===== config.mk =====
export PLATFORM = sky130hd
export DESIGN_NAME = frame_controller
export DESIGN_NICKNAME = d
export VERILOG_FILES = /design/src/rtl/frame_controller.sv
export SDC_FILE = /design/constraint.sdc
export NUM_CORES = 1
export LEC_CHECK = 0
export BUFFER_PORTS_ARGS = -buffer_cell sky130_fd_sc_hd__clkbuf_2
export CAP_MARGIN = 20
export CORE_MARGIN = 2
export CORE_UTILIZATION = 40
export CTS_CLUSTER_DIAMETER = 50
export CTS_CLUSTER_SIZE = 10
export DETAILED_ROUTE_END_ITERATION = 8
export PLACE_DENSITY = 0.61
export SLEW_MARGIN = 5
export SYNTH_ARGS = -nofsm -noshare
export SYNTH_HDL_FRONTEND = slang
export SYNTH_SLANG_ARGS = --single-unit

===== constraint.sdc =====
create_clock -name clk -period 3.2 [get_ports clk]
set_input_delay 0.32 -clock clk [delete_from_list [all_inputs] [get_ports clk]]
set_output_delay 0.32 -clock clk [all_outputs]
set_load 0.01 [all_outputs]

===== src/rtl/frame_controller.sv =====
// Frame sequencer for the lane-detection accelerator: pixel load, compute, result-ready.
// Also gates input FIFO writes, stretches soft reset requests and tracks status flags.
module frame_controller #(
  parameter int unsigned NUM_PIXELS        = 131072,
  parameter int unsigned SOFT_RESET_CYCLES = 15,
  parameter int unsigned TIMEOUT_CYCLES    = 4194304,
  parameter int unsigned FRAME_CNT_WIDTH   = 16
) (
  input  logic                       clk,
  input  logic                       rst_n,
  input  logic                       soft_reset_req,
  input  logic                       pixel_wr_en,
  output logic                       pixel_accept,
  input  logic                       model_done,
  input  logic                       irq_en,
  input  logic                       irq_clear,
  output logic                       internal_rst_n,
  output logic                       busy,
  output logic                       done,
  output logic                       irq,
  output logic                       err_overrun,
  output logic                       err_timeout,
  output logic [1:0]                 state,
  output logic [FRAME_CNT_WIDTH-1:0] frame_count
);

  localparam int unsigned PixW = $clog2(NUM_PIXELS + 1);
  localparam int unsigned ToW  = $clog2(TIMEOUT_CYCLES + 1);
  localparam int unsigned RstW = $clog2(SOFT_RESET_CYCLES + 1);

  localparam logic [PixW-1:0] PixLast = PixW'(NUM_PIXELS - 1);
  localparam logic [ToW-1:0]  ToLast  = ToW'(TIMEOUT_CYCLES - 1);
  localparam logic [RstW-1:0] RstLast = RstW'(SOFT_RESET_CYCLES);

  typedef enum logic [1:0] {
    StIdle    = 2'd0,
    StLoad    = 2'd1,
    StCompute = 2'd2,
    StDone    = 2'd3
  } state_e;

  state_e                     state_q, state_d;
  logic [PixW-1:0]            pix_cnt_q, pix_cnt_d;
  logic [ToW-1:0]             to_cnt_q, to_cnt_d;
  logic [RstW-1:0]            rst_cnt_q, rst_cnt_d;
  logic                       irn_q, irn_d;
  logic                       irq_q, irq_d;
  logic                       err_overrun_q, err_overrun_d;
  logic                       err_timeout_q, err_timeout_d;
  logic [FRAME_CNT_WIDTH-1:0] frame_count_q, frame_count_d;
  logic                       busy_q, busy_d;
  logic                       done_q, done_d;
  logic                       frame_end;
  logic                       hold;

  // Soft reset stretcher: counts 1..SOFT_RESET_CYCLES then returns to idle (0).
  always_comb begin
    rst_cnt_d = rst_cnt_q;
    if (rst_cnt_q != '0) begin
      rst_cnt_d = (rst_cnt_q == RstLast) ? '0 : rst_cnt_q + RstW'(1);
    end else if (soft_reset_req) begin
      rst_cnt_d = RstW'(1);
    end
  end

  assign irn_d = (rst_cnt_d == '0);
  // Datapath is held whenever the internal reset is (or is about to be) asserted.
  assign hold  = !irn_q || (rst_cnt_d != '0);

  assign pixel_accept = pixel_wr_en & irn_q & (state_q != StCompute);

  always_comb begin
    state_d       = state_q;
    pix_cnt_d     = pix_cnt_q;
    to_cnt_d      = to_cnt_q;
    irq_d         = irq_q;
    err_overrun_d = err_overrun_q;
    err_timeout_d = err_timeout_q;
    frame_count_d = frame_count_q;
    frame_end     = 1'b0;

    case (state_q)
      StIdle, StDone: begin
        if (pixel_wr_en) begin
          state_d   = StLoad;
          pix_cnt_d = PixW'(1);
        end
      end
      StLoad: begin
        if (pixel_wr_en) begin
          if (pix_cnt_q == PixLast) begin
            state_d   = StCompute;
            pix_cnt_d = '0;
            to_cnt_d  = '0;
          end else begin
            pix_cnt_d = pix_cnt_q + PixW'(1);
          end
        end
      end
      StCompute: begin
        to_cnt_d = to_cnt_q + ToW'(1);
        if (pixel_wr_en) begin
          err_overrun_d = 1'b1;
        end
        // model_done takes priority over a coincident timeout.
        if (model_done) begin
          state_d       = StDone;
          frame_count_d = frame_count_q + FRAME_CNT_WIDTH'(1);
          frame_end     = 1'b1;
        end else if (to_cnt_q == ToLast) begin
          state_d       = StDone;
          err_timeout_d = 1'b1;
          frame_end     = 1'b1;
        end
      end
      default: ;
    endcase

    if (frame_end && irq_en) begin
      irq_d = 1'b1;
    end else if (irq_clear) begin
      irq_d = 1'b0;
    end

    if (hold) begin
      state_d       = StIdle;
      pix_cnt_d     = '0;
      to_cnt_d      = '0;
      irq_d         = 1'b0;
      err_overrun_d = 1'b0;
      err_timeout_d = 1'b0;
      frame_count_d = '0;
    end
  end

  assign busy_d = (state_d == StLoad) || (state_d == StCompute);
  assign done_d = (state_d == StDone);

  always_ff @(posedge clk or negedge rst_n) begin
    if (!rst_n) begin
      state_q       <= StIdle;
      pix_cnt_q     <= '0;
      to_cnt_q      <= '0;
      rst_cnt_q     <= '0;
      irn_q         <= 1'b0;
      irq_q         <= 1'b0;
      err_overrun_q <= 1'b0;
      err_timeout_q <= 1'b0;
      frame_count_q <= '0;
      busy_q        <= 1'b0;
      done_q        <= 1'b0;
    end else begin
      state_q       <= state_d;
      pix_cnt_q     <= pix_cnt_d;
      to_cnt_q      <= to_cnt_d;
      rst_cnt_q     <= rst_cnt_d;
      irn_q         <= irn_d;
      irq_q         <= irq_d;
      err_overrun_q <= err_overrun_d;
      err_timeout_q <= err_timeout_d;
      frame_count_q <= frame_count_d;
      busy_q        <= busy_d;
      done_q        <= done_d;
    end
  end

  assign internal_rst_n = irn_q;
  assign busy           = busy_q;
  assign done           = done_q;
  assign irq            = irq_q;
  assign err_overrun    = err_overrun_q;
  assign err_timeout    = err_timeout_q;
  assign state          = state_q;
  assign frame_count    = frame_count_q;

endmodule


Word level (Yosys, flattened, before mapping)
Index checks and enable logic that the tools add are counted.
{"block": "word_totals", "register_bits": 69, "inputBits": 7}
{"block": "op_classes", "add_sub_neg": 4, "eq_ne": 14, "mux": 35, "bitwise": 2, "reduce_logical": 21}
{"cell": "$mux 18", "n": 4}
{"cell": "$mux 23", "n": 3}
{"cell": "$mux 16", "n": 3}
{"cell": "$pmux 23 s2", "n": 1}
{"cell": "$pmux 18 s2", "n": 1}
{"cell": "$add 23x1->23 const B", "n": 1}
{"cell": "$eq 23x22->1 const B", "n": 1}
{"cell": "$add 18x1->18 const B", "n": 1}
{"cell": "$eq 18x17->1 const B", "n": 1}
{"cell": "$add 16x1->16 const B", "n": 1}
{"cell": "$mux 1", "n": 13}
{"cell": "$mux 2", "n": 6}
{"cell": "$mux 4", "n": 3}
{"cell": "$ne 3x3->1 const B", "n": 3}
{"cell": "$reduce_and 3->1", "n": 3}
{"cell": "$reduce_bool 3->1", "n": 3}
{"cell": "$eq 2x2->1 const B", "n": 4}
{"cell": "$reduce_bool 2->1", "n": 4}
{"cell": "$reduce_bool 4->1", "n": 2}
{"cell": "$pmux 2 s3", "n": 1}
{"cell": "$add 4x1->4 const B", "n": 1}
{"cell": "$eq 2x1->1 const B", "n": 2}
{"cell": "$eq 4x4->1 const B", "n": 1}
{"cell": "$logic_not 4->1", "n": 1}
{"cell": "other kinds (9)", "n": 12}

Depth between registers and ports, before layout
{"block": "depth", "ltp_word": 8, "depth_mapped": 11, "depth_no_buf": 8}

Worst setup path before layout
OpenSTA, ideal clock, no wires.
{"block": "synth_path", "path_kind": "register to register", "startpoint": "register rst_cnt_q[0]", "endpoint": "register busy_q, in the netlist busy", "setup_time_ps": 126, "arrival_ps": 2410, "setup_slack_ps": 664, "path_stages_with_launch": 9, "n_path_buf": 1, "cell_sequence": "dfrtp_1 > inv_1 > ha_1 > or4b_1 > o22ai_2 > o211ai_2 > clkbuf_1 > a2111oi_0 > ha_1"}
{"block": "synth_via", "elab_chain_cells": 8}
{"element": "from (decl)", "line_no": "45", "rtl": "logic [RstW-1:0] rst_cnt_q, rst_cnt_d;"}
{"element": "from (signal assigned)", "line_no": "156", "rtl": "rst_cnt_q <= rst_cnt_d;"}
{"element": "$add 4x1->4 or $eq 4x4->1 (tied branches)", "line_no": "60", "rtl": "rst_cnt_d = (rst_cnt_q == RstLast) ? '0 : rst_cnt_q + RstW'(1);"}
{"element": "$mux 4", "line_no": "60"}
{"element": "$mux 4 (*)", "line_no": "59", "rtl": "if (rst_cnt_q != '0) begin"}
{"element": "$reduce_bool 4->1 (*)", "line_no": "68", "rtl": "assign hold = !irn_q || (rst_cnt_d != '0);"}
{"element": "$logic_or 1x1->1 (*)", "line_no": "68"}
{"element": "$mux 2 (*)", "line_no": "125", "rtl": "if (hold) begin"}
{"element": "net state_d[1]", "line_no": "42", "rtl": "state_e state_q, state_d;"}
{"element": "$eq 2x1->1 or $eq 2x2->1 (tied branches)", "line_no": "136", "rtl": "assign busy_d = (state_d == StLoad) || (state_d == StCompute);"}
{"element": "$logic_or 1x1->1 (*)", "line_no": "136"}
{"element": "net busy_d", "line_no": "51", "rtl": "logic busy_q, busy_d;"}
{"element": "to (signal assigned)", "line_no": "162", "rtl": "busy_q <= busy_d;"}
{"element": "to (decl)", "line_no": "51"}
The timed path passes the listed nets; every way through them passes the cells marked *.
A chain may end at the register's enable or synchronous reset.

Worst setup path in the final report
{"block": "layout_path", "startpoint": "register pix_cnt_q[0]", "endpoint": "register to_cnt_q[16]"}
{"block": "layout_via", "elab_chain_cells": 3}
{"element": "from (decl)", "line_no": "43", "rtl": "logic [PixW-1:0] pix_cnt_q, pix_cnt_d;"}
{"element": "from (signal assigned)", "line_no": "154", "rtl": "pix_cnt_q <= pix_cnt_d;"}
{"element": "$eq 18x17->1", "line_no": "91", "rtl": "if (pix_cnt_q == PixLast) begin"}
{"element": "$ne 3x3->1 (no line)"}
{"element": "$reduce_and 3->1 (no line)"}
{"element": "to (signal assigned)", "line_no": "155", "rtl": "to_cnt_q <= to_cnt_d;"}
{"element": "to (decl)", "line_no": "44", "rtl": "logic [ToW-1:0] to_cnt_q, to_cnt_d;"}
No other way between the ends.

==> impl_summary.md <==
Power
Combinational cells account for 9.7% of the total power. Net switching is 24.77% of the power. The cell leakage power is 1.795 nW. Registers are responsible for 44.7% of the overall power.

The final total power is 2.093 mW. The internal power is 1.575 mW. VDD sags by at most 230.5 uV. The switching power is 0.5185 mW.

The part of the power in the clock network is 45.6%. The areal power density over the cells is 486.9 nW/um^2.

Die
The floorplan has 35 rows. The initial core utilization is 40.77%. The total core area is 9153 um^2.

The die boundary width is 100.6 um. For this design the top-level I/O count stands at 32. From bottom edge to top edge, the die measures 100.6 um. The die area is 10120 um^2.

Critical path
The worst register-to-register path begins at pix_cnt_q[0]. The endpoint identified for the worst register-to-register timing path is to_cnt_q[16]. STA classifies the critical path endpoint as a flip-flop. The critical path ends at to_cnt_q[16]. The worst register-to-register path has a setup slack of 0.45 ns. The source of the critical timing path is pix_cnt_q[0].

The cell count of the worst reg-to-reg path is 7. The category of the worst setup path launch point is a flip-flop. The worst path required time is 3.49 ns. STA puts the critical path data arrival time at 3.04 ns. Of all nets on the critical path, the largest fanout is 18.

The setup path with the least slack is of type flip-flop to flip-flop.

Outcome
The run finished with clean final reports.

Timing
The hold violation count in the final report is 0. For this run, the top clock speed supported by timing is 363.2 MHz. The setup TNS after final layout is 0 ns.

Setup violations remaining at the end of the flow were counted as 0. At the pin with the least slew margin, the transition time is 0.8865 ns. Headroom to the max-slew limit came out at 40.90%. For the final database, setup skew stands at 0.01147 ns. The final critical path takes up 86.05% of the cycle. Setup repair after global routing left no endpoint under its margin.

For the finished layout, the period the worst path requires is 2.754 ns. The count of final max-slew check failures is 0.

Logic synthesis
For this run, the number of Yosys warnings is 0. Counting every net in the synthesized netlist gives 426. For this run, the leading register cell type out of synthesis is dfrtp_1. The count of flip-flops with a built-in enable after synthesis is 0. The number of instances in the synthesized netlist is 411.

The synthesized area divided by synthesized cell count is 9.078 um^2. The netlist uses 53 different library cells. The mapped cell area is 3731 um^2. The total of flip-flops plus latches after synthesis is 69.

After synthesis, flip-flops and latches occupy 46.28% of the total area. The share of synthesized registers carrying an async set or reset is 100.0%.

Final layout
At the end of the flow, the number of nets in the layout was 461. The share of final-layout standard cells stronger than drive strength 1 is 14.63%. From synthesis to final layout, the design area changed by 15.22%. The number of antenna diodes in the final layout is 0. The leading cell type in the layout, fill and taps excluded is dfrtp_1. In the layout the commonest cells are 69 x dfrtp_1, 45 x nor2_1, 37 x nand2_1.

Clock tree
The clock passes through at most 2 buffers. The CTS clock-pin slew for the worst setup and hold paths is 0.08 ns. The CTS tree is yes. The total setup buffers inserted after CTS is 0. For this design, the sink count on the clock tree is 69. The H-tree was split into 3 levels.

For this design, the CTS-stage hold fixing added 0 buffers. The cell at the root of the clock tree is clkbuf_8. Buffers inserted during clock tree synthesis total 9. The post-cts gate resize count is 0. The later pin in the worst-skew pair is clocked with a latency of 0.35 ns.

Placement
The global placer's final weighted congestion is 0.8080. The final HPWL from detailed placement is 5844 um. The number of buffer cells added on primary ports is 31.

Routing
After detailed routing, the average wire length per cell comes to 15.17 um. The first-iteration detailed-routing DRC count is 173. In the routed layout, each cell is associated on average with a via count of 5.534.

Summing over every cut layer, the via total after detailed routing is 3110. The remaining routing DRC violations is 0. The pre-antenna-repair detailed-routing pass consisted of 6 iterations. The remaining antenna violation count after routing is 0. The sum of routed wire length over all layers is 8525 um.

Run
Across the run, the number of max-cap violations was 0.

Global route
The sum of overflow across all layers after global routing is 0. The first-pass GRT wire length is 14190 um. The number of global-route vias before repair was 2881.

For this run, the total global-route usage over all layers was measured as 17.78%. The number of antenna violations at the first check in global routing was 0. The maximum number of pins on one net before global-route repair is 40.

Min path
The class of the tightest hold or removal check is primary input to async pin.
[Yosys cell counts (6+ instances only)]
cell type   n  share of area (%)
nand4_1     8                1.3
and2_1      6                1.0
a21oi_1    28                3.8
or3_1       7                1.2
o21ai_0    28                3.8
nor3_1     12                1.6
ha_1        8                2.7
xnor2_1     8                1.9
and3_1      8                1.3
xor2_1     17                4.0
a31oi_1     8                1.3
nand3_1    23                3.1
dfrtp_1    69                 46
clkbuf_1   13                1.3
nor2_1     45                4.5
inv_1      17                1.7
nand2_1    37                3.7
[layer usage]
layer / share of wire, % / GRT usage, %
met5: 0 / 0
met4: 1.1 / 5.058
met3: 3.9 / 3.745
met2: 47 / 28.77
met1: 48 / 24.11
[power by group through the flow]
stage          clock network [mW]  registers [mW]  logic [mW]
2_1_floorplan                   0           0.945       0.135
3_3_place_gp                    0           0.951       0.201
3_5_place_dp                    0           0.954       0.205
4_1_cts                     0.969           0.936       0.206
5_1_grt                      1.01           0.943       0.228
6_report                    0.954           0.936       0.203
[cells by family (layout without fill, tap and decap cells)]
group,Yosys count,after routing,synth area share [%]
flip-flops,69,69,46.28
adder cells (fa/ha/maj),8,8,2.683
buffers and inverters,35,75,3.957
multiplexers,2,2,0.5366
AND/OR/NAND/NOR,180,180,25.29
XOR/XNOR,25,25,5.869
AO/OA/AOI/OAI,92,92,15.39
[worst min path at each step]
stage / to / slack (ns)
2_1_floorplan: busy / 0.02
3_3_place_gp: to_cnt_q[19] / 0.47
3_5_place_dp: err_overrun / 0.49
4_1_cts: frame_count[8] / 0.14
5_1_grt: frame_count[8] / 0.17
6_report: rst_cnt_q[2] / 0.09
[final cells by class]
| cell class | instances | area [um^2] |
|---|---|---|
| Clock buffer | 9 | 123.9 |
| Multi-Input combinational cell | 307 | 1866 |
| Timing Repair Buffer | 41 | 230.2 |
| Sequential cell | 69 | 1727 |
| Inverter | 18 | 67.56 |
| Fill cell | 873 | 4853 |
| Clock inverter | 7 | 146.4 |
| Tap cell | 111 | 138.9 |
[critical path, stage by stage (launching register included)]
cell	delay, ns
dfrtp_1	0.41
ha_1	0.25
nand4_2	0.18
nor4_4	0.46
a31oi_1	0.28
o21a_1	0.47
or4_1	0.58
nand2_1	0.07
[per-stage QoR]
stage,cell area (um^2),worst slack (ns),util (%),cells,hold WS (ns)
3_3_place_gp,4029,0.5583,44.02,546,0.4742
4_1_cts,4299,0.4651,46.97,562,0.1370
2_1_floorplan,3731,0.6641,-,411,0.02441
3_5_place_dp,4029,0.5042,44.02,546,0.4940
5_1_grt,4299,0.2373,46.97,562,0.1663
6_report,4299,0.4464,46.97,562,0.08884
[sequential cells by signal (all words and copies together), names as in the netlist, 2 cells and up]
name,count
frame_count,16
pix_cnt_q,18
state,2
to_cnt_q,23
rst_cnt_q,4
No activity file was read; power rests on OpenSTA's default activity.
